--- config.mk ---
export PLATFORM = sky130hd
export DESIGN_NAME = fetch_queue
export DESIGN_NICKNAME = d
export VERILOG_FILES = /design/src/rtl/fetch_queue.sv
export SDC_FILE = /design/constraint.sdc
export NUM_CORES = 1
export LEC_CHECK = 0
export CAP_MARGIN = 0
export CORE_AREA = 2 2 242 149
export CTS_CLUSTER_SIZE = 12
export DETAILED_ROUTE_END_ITERATION = 10
export DIE_AREA = 0 0 244 151
export GPL_ROUTABILITY_DRIVEN = 0
export HOLD_SLACK_MARGIN = 0.1
export SYNTH_ARGS = -nofsm -noshare
export SYNTH_HDL_FRONTEND = slang
export SYNTH_SLANG_ARGS = --single-unit
--- constraint.sdc ---
create_clock -name clk -period 3.8 [get_ports clk]
set_input_delay 0.95 -clock clk [delete_from_list [all_inputs] [get_ports clk]]
set_output_delay 0.95 -clock clk [all_outputs]
set_load 0.01 [all_outputs]
--- src/rtl/fetch_queue.sv ---
// Sequential RV32 instruction fetch front end: credit-limited requests to imem,
// in-order responses buffered in a FIFO toward decode, redirects flush and drop stale data.
module fetch_queue #(
    parameter int unsigned DEPTH    = 4,
    parameter logic [31:0] RESET_PC = 32'h0000_0000,
    parameter int unsigned DATA_W   = 32
) (
    input  logic              clk,
    input  logic              rst_n,
    input  logic              redirect_valid,
    input  logic [31:0]       redirect_pc,
    output logic              imem_req,
    output logic [31:0]       imem_addr,
    input  logic              imem_gnt,
    input  logic              imem_rvalid,
    input  logic [DATA_W-1:0] imem_rdata,
    output logic              dec_valid,
    output logic [DATA_W-1:0] dec_instr,
    output logic [31:0]       dec_pc,
    input  logic              dec_ready
);

    localparam int unsigned PTR_W = $clog2(DEPTH);
    localparam int unsigned CNT_W = $clog2(DEPTH + 1);

    function automatic logic [31:0] pc_inc(input logic [31:0] pc);
        return pc + 32'd4;
    endfunction

    logic [31:0]       fetch_pc;
    logic [31:0]       resp_pc;
    logic [CNT_W-1:0]  outstanding;
    logic [CNT_W-1:0]  discard;
    logic [CNT_W-1:0]  count;
    logic [PTR_W-1:0]  rd_ptr;
    logic [PTR_W-1:0]  wr_ptr;

    logic [DATA_W-1:0] instr_mem [DEPTH];
    logic [31:0]       pc_mem    [DEPTH];

    logic [CNT_W:0]    credit_used;
    logic              has_credit;
    logic              issue;
    logic              drop;
    logic              wr_en;
    logic              pop;
    logic [31:0]       redirect_target;

    logic [CNT_W-1:0]  count_nxt;
    logic [CNT_W-1:0]  outstanding_nxt;
    logic [CNT_W-1:0]  discard_nxt;

    assign redirect_target = redirect_pc & ~32'h0000_0003;

    // Buffered plus in-flight never exceeds DEPTH, so every response has a slot.
    assign credit_used = {1'b0, count} + {1'b0, outstanding};
    assign has_credit  = credit_used < (CNT_W + 1)'(DEPTH);

    // Gated by rst_n so the request drops as soon as reset asserts.
    assign imem_req  = rst_n && !redirect_valid && has_credit;
    assign imem_addr = fetch_pc;

    assign issue     = imem_req && imem_gnt;
    assign drop      = imem_rvalid && (discard != '0);
    assign wr_en     = imem_rvalid && (discard == '0) && !redirect_valid;
    assign dec_valid = (count != '0);
    assign pop       = dec_valid && dec_ready && !redirect_valid;

    assign dec_instr = dec_valid ? instr_mem[rd_ptr] : '0;
    assign dec_pc    = dec_valid ? pc_mem[rd_ptr] : RESET_PC;

    always_comb begin
        count_nxt       = count;
        outstanding_nxt = outstanding + CNT_W'(issue) - CNT_W'(imem_rvalid);
        discard_nxt     = discard;

        if (redirect_valid) begin
            count_nxt   = '0;
            // Everything still in flight is stale; a response landing now is dropped too.
            discard_nxt = outstanding - CNT_W'(imem_rvalid);
        end else begin
            if (wr_en && !pop) begin
                count_nxt = count + CNT_W'(1);
            end else if (!wr_en && pop) begin
                count_nxt = count - CNT_W'(1);
            end
            if (drop) begin
                discard_nxt = discard - CNT_W'(1);
            end
        end
    end

    always_ff @(posedge clk or negedge rst_n) begin
        if (!rst_n) begin
            fetch_pc    <= RESET_PC;
            resp_pc     <= RESET_PC;
            outstanding <= '0;
            discard     <= '0;
            count       <= '0;
            rd_ptr      <= '0;
            wr_ptr      <= '0;
        end else begin
            outstanding <= outstanding_nxt;
            discard     <= discard_nxt;
            count       <= count_nxt;

            if (redirect_valid) begin
                fetch_pc <= redirect_target;
                resp_pc  <= redirect_target;
                rd_ptr   <= wr_ptr;
            end else begin
                if (issue) begin
                    fetch_pc <= pc_inc(fetch_pc);
                end
                if (wr_en) begin
                    resp_pc <= pc_inc(resp_pc);
                    wr_ptr  <= wr_ptr + PTR_W'(1);
                end
                if (pop) begin
                    rd_ptr <= rd_ptr + PTR_W'(1);
                end
            end
        end
    end

    // Storage is data only; occupancy gates what decode can observe.
    always_ff @(posedge clk) begin
        if (wr_en) begin
            instr_mem[wr_ptr] <= imem_rdata;
            pc_mem[wr_ptr]    <= resp_pc;
        end
    end

    a_no_overflow: assert property (@(posedge clk) disable iff (!rst_n)
        !(wr_en && (count == CNT_W'(DEPTH))));

    a_no_orphan_rvalid: assert property (@(posedge clk) disable iff (!rst_n)
        !(imem_rvalid && (outstanding == '0)));

endmodule
==> summary.md <==
| Metric | Value |
|---|---|
| Status | `complete, no violations` |
| Final hold vios | `0` |
| Layout net count | `~1,100` |
| Reg clk slew, reported paths | `~0.06 ns` |
| ANT nets after route | `0` |
| CP Capture Type | `primary output` |
| I/O pin count | `approximately 170` |
| Die width | `approximately 240 µm` |
| Reg-to-reg slack, setup | `around 1.2 ns` |
| Max VDD drop | `roughly 0.35 mV` |
| Die ar. | `about 37,000 µm²` |
| Max_slew headroom | `33.1%` |
| Root Driver | `clkbuf_16` |
| Post-synth top area cell | `edfxtp_1` |
| Clock sinks | `321` |
| Antenna diode count | `0` |
| Post-CTS sizing | `1` |
| Reg2reg path depth | `10` |
| Lkg Pwr | `0.00580 µW` |
| Post-CTS Setup Bufs | `0` |
| YS warnings | `0` |
| RSZ-0062 raised after global routing | `false` |
| Worst hold path class | `input pin to asynchronous set/reset pin` |
| Slowest CP cell | `mux4_2` |
| CTS tree | `yes` |
| Final setup skew | `0.0150 ns` |
| Grt total ovfl | `0` |
| Hold Slack | `0.475 ns` |
| Leading cell type in the layout, fill and taps excluded | `edfxtp_1` |
| Tmin final | `around 3.6 ns` |
| IO Port Bufs | `around 160` |
| Initial antenna violation count | `1` |
| Crit share post-route | `between 90% and 100%` |
| Design area | `around 17,000 µm²` |
| Count of different cell masters after synthesis | `53` |
| Post-synth EDFFs | `roughly 250` |
| Post-synth top area share | `between 50 and 60%` |
| Main flop type after synthesis | `edfxtp_1` |
| DRC errors left | `0` |
| Reg-to-reg startpoint | `count[1]$_DFFE_PN0P_` |
| Final setup vio count | `0` |
| Max cap viols | `0` |
| Bufs on Longest Clock Path | `3` |
| Starting Density | `between 30% and 40%` |
| First-pass GRT wire length | `around 48 mm` |
| Worst Path Buf+Inv | `2` |
| Layout area overhead | `23.5%` |
| Worst-margin pin slew | `0.996 ns` |
| Average cell area after synthesis | `~16 µm²` |
| Sequential area share after synthesis | `between 60 and 70%` |
| H-Tree Depth | `1` |
| Worst setup margin | `roughly 0.17 ns` |
| PnR Total Power | `10,500 µW` |
| Setup TNS | `0 ns` |
| Fmax | `~280 MHz` |
| Post-detail-place hpwl | `19.8 mm` |
| Synthesized flop and latch total | `approximately 320` |
| Max incr delay on CP | `0.56 ns` |
| Startpoint types | `register` |
| Pin count of the biggest net entering global routing | `between 60 and 70` |
| Global Route Usage Sum | `roughly 17%` |
| Worst Path Required | `about 2.9 ns` |
| Cell row count | `53` |
| Avg WL per Cell | `between 15 and 20 µm` |
| Setup CP Type | `register to primary output` |
| # hold bufs at CTS | `0` |
| Core Region | `34,500 µm²` |
| Worst path cell trace | `buf_4, mux4_2, and2_1, clkdlybuf4s50_1` |
| Detailed Route Iter0 Violations | `550` |
| Placed standard-cell area | `about 16,000 µm²` |
| Inserted Clock Buffers | `31` |
| Post-synth ARST share | `between 20% and 30%` |
| CP Max Fanout | `25` |
| Vias in the first global route | `between 7,000 and 8,000` |
| Worst EP arrival | `between 2 and 3 ns` |
| Cell family with most CP delay | `buffers and inverters` |
| Crit Reg-Reg Endpoint | `outstanding[2]$_DFF_PN0_` |
| Vias per inst | `5.17` |
| Die Y | `between 150 and 200 µm` |
| Most frequent cells in the layout | `edfxtp_1, clkdlybuf4s50_1, dfrtp_1` |
| Syn Inst Count | `approximately 870` |
| Post-Syn Area | `13,700 µm²` |
| Worst-Skew Late Latency | `roughly 0.55 ns` |
| Aggregate routed wire length | `~30 mm` |
| Max-slew violations | `0` |
| First-pass iteration count of the detailed router | `5` |
| Power per cell area | `between 600 and 700 nW/µm²` |
| Share of layout cells above drive strength 1 | `between 10% and 20%` |
| Via count | `between 7,000 and 8,000` |
| Ranking of synthesized cells by area | `edfxtp_1, dfrtp_1, mux4_2, and2_1, xor2_1` |
| DP Worst Slack | `approximately 0.58 ns` |
==> flip-flops by register name (all words and copies together), names as in the netlist <==
| signal | cells |
|---|---|
| resp_pc | 30 |
| rd_ptr | 2 |
| pc_mem | 120 |
| outstanding | 3 |
| instr_mem | 128 |
| discard | 3 |
| imem_addr | 30 |
| wr_ptr | 2 |
| count | 3 |
==> stage by stage <==
stage,cells,util (%)
3_5_place_dp,1478,46.3
4_1_cts,1535,48.9
2_1_floorplan,868,-
5_1_grt,1535,48.9
3_3_place_gp,1478,46.3
6_report,1535,48.9
==> synthesized netlist by cell type (all sizes together) (4+ instances only) <==
library cell  number
edfxtp           248
and2              74
dfrtp             73
mux4              62
nand2             58
o21ai             43
nand3             40
nor2              26
xor2              26
buf               22
clkbuf            22
inv               22
xnor2             18
nand4             16
ha                14
o311ai            10
a21oi              8
nor3               8
and3               6
a21boi             5
a31oi              5
nand2b             5
nor4               5
a21o               4
mux2               4
nand4b             4
o211ai             4
or3                4
==> cell families (layout without fill, tap and decap cells) <==
group                    count (synthesis)  after routing  share of synthesized area (%)
AO/OA/AOI/OAI                           89             89                           4.04
XOR/XNOR                                44             44                           2.82
adder cells (fa/ha/maj)                 16             16                           1.57
buffers and inverters                   66            266                           2.18
flip-flops                             321            321                           67.8
multiplexers                            69             69                           10.8
other                                    1              4                         0.0274
AND/OR/NAND/NOR                        259            259                           10.8
==> layer usage <==
metal / vias to the layer above / share of wire (%) / routed length, µm / GRT usage [%]
li1: 3661 / - / - / -
met1: 4046 / 50 / 15300 / 26.3
met2: 200 / 44 / 13400 / 24.7
met3: 34 / 4.5 / 1370 / 2.45
met4: 0 / 1.4 / 431 / 3.11
met5: - / 0 / 0 / 0
==> cell type report <==
type                            instances  area, µm²
Fill cell                            2933      17700
Multi-Input combinational cell        481       4130
Tap cell                              467        584
Clock inverter                          3       12.5
Sequential cell                       321       9280
Timing Repair Buffer                  187       1910
Inverter                               22       82.6
Clock buffer                           54        892
==> how the worst max path moves through the flow <==
stage | end | from | slack, ns | cells after the start
after floorplan | instr_mem[0][0]$_DFFE_PP_ | imem_rvalid | 0.38 | 4
after global placement | dec_pc[21] | count[2]$_DFFE_PN0P_ | 0.61 | 4
after detailed placement | dec_instr[1] | count[2]$_DFFE_PN0P_ | 0.58 | 4
after CTS | dec_pc[15] | rd_ptr[0]$_DFFE_PN0P_ | 0.06 | 4
after global routing | dec_pc[15] | rd_ptr[0]$_DFFE_PN0P_ | 0.02 | 4
final | dec_pc[15] | rd_ptr[0]$_DFFE_PN0P_ | 0.17 | 4
==> power by group <==
part,leakage (µW),switching (µW),total [µW],internal (µW)
registers,0.00311,233,4290,4060
clock network,0.000434,1240,2810,1570
logic,0.00226,1550,3390,1840
Power figures use the tool's default switching activity.
